### config.mk
export PLATFORM = sky130hd
export DESIGN_NAME = gate_test_seq
export DESIGN_NICKNAME = d
export VERILOG_FILES = /design/src/rtl/gate_test_seq.sv
export SDC_FILE = /design/constraint.sdc
export NUM_CORES = 1
export LEC_CHECK = 0
export ABC_AREA = 1
export CAP_MARGIN = 20
export CORE_AREA = 2 2 55 57
export CTS_CLUSTER_DIAMETER = 50
export DETAILED_ROUTE_END_ITERATION = 10
export DIE_AREA = 0 0 57 59
export PLACE_DENSITY = 0.64
export SETUP_SLACK_MARGIN = 0.02
export SYNTH_ARGS = -nofsm -noshare
export SYNTH_HDL_FRONTEND = slang
export SYNTH_SLANG_ARGS = --single-unit
export TNS_END_PERCENT = 10
### constraint.sdc
create_clock -name clk -period 1.9 [get_ports clk]
set_clock_uncertainty 0.15 [all_clocks]
set_input_delay 0.475 -clock clk [delete_from_list [all_inputs] [get_ports clk]]
set_output_delay 0.475 -clock clk [all_outputs]
set_load 0.02 [all_outputs]
### src/rtl/gate_test_seq.sv
// Two-input gate tester: walks {a,b} through 00..11, holds each vector
// SETTLE_CYCLES clocks, then compares x against the expected truth table.
module gate_test_seq #(
  parameter int unsigned SETTLE_CYCLES = 4
) (
  input  logic       clk,
  input  logic       rst,
  input  logic       start,
  input  logic       abort,
  input  logic [3:0] truth,
  output logic       a,
  output logic       b,
  input  logic       x,
  output logic       busy,
  output logic       done,
  output logic       pass,
  output logic [3:0] fail_mask
);

  typedef enum logic [1:0] {
    IDLE,
    RUN,
    DONE
  } state_t;

  localparam logic [7:0] LAST = 8'(SETTLE_CYCLES - 1);

  state_t     state;
  state_t     state_n;
  logic [1:0] idx;
  logic [1:0] idx_n;
  logic [7:0] cnt;
  logic [7:0] cnt_n;
  logic [3:0] truth_q;
  logic [3:0] truth_q_n;
  logic [3:0] mask_n;
  logic [3:0] mask_upd;
  logic       a_n;
  logic       b_n;
  logic       pass_n;
  logic       settled;
  logic       miss;

  assign settled = (cnt == LAST);
  assign miss    = (x != truth_q[idx]);
  assign busy    = (state == RUN);
  assign done    = (state == DONE);

  // Mask including the sample taken at this edge
  always_comb begin
    mask_upd      = fail_mask;
    mask_upd[idx] = miss;
  end

  always_comb begin
    state_n   = state;
    idx_n     = idx;
    cnt_n     = cnt;
    truth_q_n = truth_q;
    a_n       = a;
    b_n       = b;
    pass_n    = pass;
    mask_n    = fail_mask;
    unique case (state)
      IDLE: begin
        if (start) begin
          state_n   = RUN;
          truth_q_n = truth;
          idx_n     = 2'd0;
          cnt_n     = 8'd0;
          a_n       = 1'b0;
          b_n       = 1'b0;
          mask_n    = 4'd0;
          pass_n    = 1'b0;
        end
      end
      RUN: begin
        if (abort) begin
          // Abort wins over any sample due at this edge
          state_n = IDLE;
          idx_n   = 2'd0;
          cnt_n   = 8'd0;
          a_n     = 1'b0;
          b_n     = 1'b0;
          pass_n  = 1'b0;
        end else if (!settled) begin
          cnt_n = cnt + 8'd1;
        end else begin
          mask_n = mask_upd;
          cnt_n  = 8'd0;
          if (idx != 2'd3) begin
            idx_n      = idx + 2'd1;
            {a_n, b_n} = idx + 2'd1;
          end else begin
            state_n = DONE;
            idx_n   = 2'd0;
            a_n     = 1'b0;
            b_n     = 1'b0;
            pass_n  = (mask_upd == 4'd0);
          end
        end
      end
      DONE: begin
        state_n = IDLE;
      end
      default: begin
        state_n = IDLE;
      end
    endcase
  end

  always_ff @(posedge clk) begin
    if (rst) begin
      state     <= IDLE;
      idx       <= 2'd0;
      cnt       <= 8'd0;
      truth_q   <= 4'd0;
      a         <= 1'b0;
      b         <= 1'b0;
      pass      <= 1'b0;
      fail_mask <= 4'd0;
    end else begin
      state     <= state_n;
      idx       <= idx_n;
      cnt       <= cnt_n;
      truth_q   <= truth_q_n;
      a         <= a_n;
      b         <= b_n;
      pass      <= pass_n;
      fail_mask <= mask_n;
    end
  end

endmodule

==> qor.log <==
[global_route] number of global-route vias before repair 1,074
[global_route] maximum number of pins on one net before global-route repair 12
[cts] TritonCTS clock tree built
[cts] H-tree depth 1
[cts] number of CTS-inserted buffers 3
[worst_setup_path] Crit. End Element output pin
[worst_setup_path] Crit path max-delay family buffers and inverters
[layout] final standard cell utilization of the core 53.6%
[global_route] wire length of the first global-routing pass 4400 um
[yosys] nets in the synthesized netlist 169
[global_route] antenna violations before repair 0
[yosys] number of warning messages in the yosys log 0
[cts] Hold Buf Count CTS 0
[layout] number of nets in the layout 199
[yosys] cell type with the highest aggregate area in the netlist dfxtp_1
[yosys] top cells by area in the synthesized netlist dfxtp_1 (36%), nand2_1 (11%), nor2_1 (6.7%)
[outcome] run status finished clean
[cts] post-CTS setup-driven buffer insertion count 0
[placed_design] placer's final routability congestion estimate 0.802
[layout] Antenna Diode Count 0
[yosys] Yosys cell types 27
[drt] detail-routed net length per standard cell 11.5 um
[drt] First-pass DRT Iterations 6
[timing] Final Max Slew Viols 0
[worst_setup_path] worst setup path category reg -> out
[cts] library cell used as clock root buffer clkbuf_4
[worst_setup_path] critical path data required time 1.27 ns
[yosys] synthesized netlist cell count 155
[timing] hold violation count in the final report 0
[timing] fin worst setup slack 0.100 ns
[worst_setup_path] slowest stage cell on the critical path dfxtp_1
[placed_design] post-place setup slack -0.0743 ns
[layout] proportion of layout cells with a drive suffix above 1 17.9%
[cts] CTS sink cnt 21
[pwr] leak pwr 0.675 nW
[timing] post-layout min period 1.80 ns
[drt] average via count per standard cell 4.97
[worst_setup_path] largest fanout on the critical path 2
[drt] number of antenna-violating nets in the routed design 0
[timing] RSZ-0062 raised after global routing false
[cts] Max clock buf depth 2
[worst_setup_path] buffers and inverters on the worst path 2
[worst_setup_path] worst path cell trace inv_2 -> nor2_4 -> dlygate4sd2_1
[cts] Clk pin slew, worst setup/hold paths 0.11 ns
[die] number of placement rows 19
[die] Std-Cell Core Area 2710 um2
[yosys] area of the mapped netlist 1170 um2
[die] initial standard-cell utilization of the core 43.3%
[drt] DRC marker count from the first detailed-route iteration 24
[worst_setup_path] nature of the critical path startpoint flop
[drt] Total Routed Length 2480 um
[job] Maximum Capacitance Violations 0
[layout] most frequent standard cell in the layout excluding fill and tap cells nand2_1
[pwr] Overall Power 0.945 mW
[yosys] part of the Yosys area used for sequential elements 35.9%
[die] die height 59 um
[yosys] syn_area_per_cell 7.56 um2
[worst_setup_path] Worst EP arrival 1.17 ns
[worst_setup_path] delay of the slowest cell on the worst path 0.36 ns
[hold_path] class of the tightest hold or removal check reg -> reg
[yosys] area fraction of the dominant cell type after synthesis 35.9%
[die] overall die area 3360 um2
[layout] area added between synthesis and finish 23.9%
[global_route] global-route congestion overflow total 0
[drt] number of design rule violations left after detail routing 0
[timing] final count of negative-setup-slack endpoints 0
[die] count of pins on the block boundary 18
[global_route] total global-route track usage 16.8%
[timing] Max-Slew Margin vs Limit 81.1%
[pwr] power density relative to cell area 650 nW/um2
[timing] actual transition at the worst max-transition pin 0.283 ns
[pwr] worst IR drop on VDD 398 uV
[cts] later-pin clock latency in the skew report 0.30 ns
[timing] post-route clock period utilization 94.7%
[placed_design] I/O Buffers 17
[timing] highest clock frequency the design can meet 0.556 GHz
[yosys] flops & latches, synth 21
[die] Die X 57 um
[layout] highest-count cells in the layout ignoring fill and taps nand2_1 (33), nor2_1 (21), dfxtp_1 (21), inv_1 (18), nand3_1 (12)
[placed_design] final HPWL from detailed placement 2040 um
[timing] Final Hold Slack 0.336 ns
[timing] Fin Setup TNS 0 ns
[drt] total via count after detailed routing 1,068
==> kinds of logic (layout without fill, tap and decap cells) <==
family	Yosys count	after routing	synth area share [%]
fa+ha+maj	5	5	5.34
compound gates	18	18	8.32
buf+inv	22	51	7.68
mux	1	1	0.854
simple gates	86	86	40.4
flops	21	21	35.9
xor+xnor	2	2	1.49
==> worst min-delay path: stages (launching register included) <==
cell and delay [ns]:
dfxtp_1 0.33, nand3_1 0.07, nand2_1 0.05
==> cell usage after synthesis <==
| library cell | number |
|---|---|
| nand2_1 | 33 |
| dfxtp_1 | 21 |
| nor2_1 | 21 |
| inv_1 | 18 |
| nand3_1 | 12 |
| a21oi_1 | 11 |
| ha_1 | 5 |
| o21ai_0 | 5 |
| nand2_4 | 4 |
| inv_2 | 2 |
| nand4_1 | 2 |
| nor2_4 | 2 |
| nor2_8 | 2 |
| nor3_1 | 2 |
| nor3_2 | 2 |
| or2_2 | 2 |
| a211oi_2 | 1 |
| clkinv_4 | 1 |
| inv_4 | 1 |
| mux2i_1 | 1 |
| nand2_8 | 1 |
| nand3_2 | 1 |
| nor2_2 | 1 |
| nor3b_2 | 1 |
| o21ai_1 | 1 |
| xnor2_1 | 1 |
| xor2_1 | 1 |
==> worst paths after layout <==
| kind | start | end | slack, ns | cells past startpoint |
|---|---|---|---|---|
| worst max register to register | cnt[0]$_SDFFE_PP0P_ | pass$_SDFFE_PP0P_ | 0.27 | 9 |
| worst min register to register | pass$_SDFFE_PP0P_ | pass$_SDFFE_PP0P_ | 0.34 | 2 |
| worst max-delay path | state[0]$_SDFFE_PP0P_ | busy | 0.10 | 3 |
| worst min-delay path | pass$_SDFFE_PP0P_ | pass$_SDFFE_PP0P_ | 0.34 | 2 |
==> report_power, final <==
part	switching, mW	leakage (nW)	internal (mW)
clock network	0.134	0.0150	0.0819
logic	0.153	0.489	0.105
registers	0.0108	0.171	0.460
total	0.298	0.675	0.647
==> state kept, by name, indices dropped and copies added (netlist names) <==
register and count:
a 1, cnt 8, fail_mask 4, idx 1, pass 1, state 2
truth_q 4
==> stage by stage <==
stage | instances | area (um2)
2_1_floorplan | 155 | 1170
3_3_place_gp | 211 | 1440
3_5_place_dp | 211 | 1440
4_1_cts | 215 | 1460
5_1_grt | 215 | 1450
6_report | 215 | 1450
==> layer usage <==
metal	up-vias	track usage [%]	wire length [um]
li1	548	-	-
met1	484	17.8	1030
met4	0	9.30	89
met5	-	0	0
met2	25	30.9	1250
met3	11	3.49	101
==> repair_timing <==
action	in CTS	in global routing
hold endpoints to repair	0	0
setup endpoints to repair	9	1
cloned	0	0
resized for setup	9	2
==> area by class of cell <==
type | instances | area, um2
fillers | 271 | 1260
inverters | 22 | 90.1
repair buffers | 25 | 215
multi-input cells | 112 | 662
clock buffers | 4 | 26.3
well taps | 31 | 38.8
flip-flops and latches | 21 | 420
Note: power is estimated with default switching activity, not from simulation.
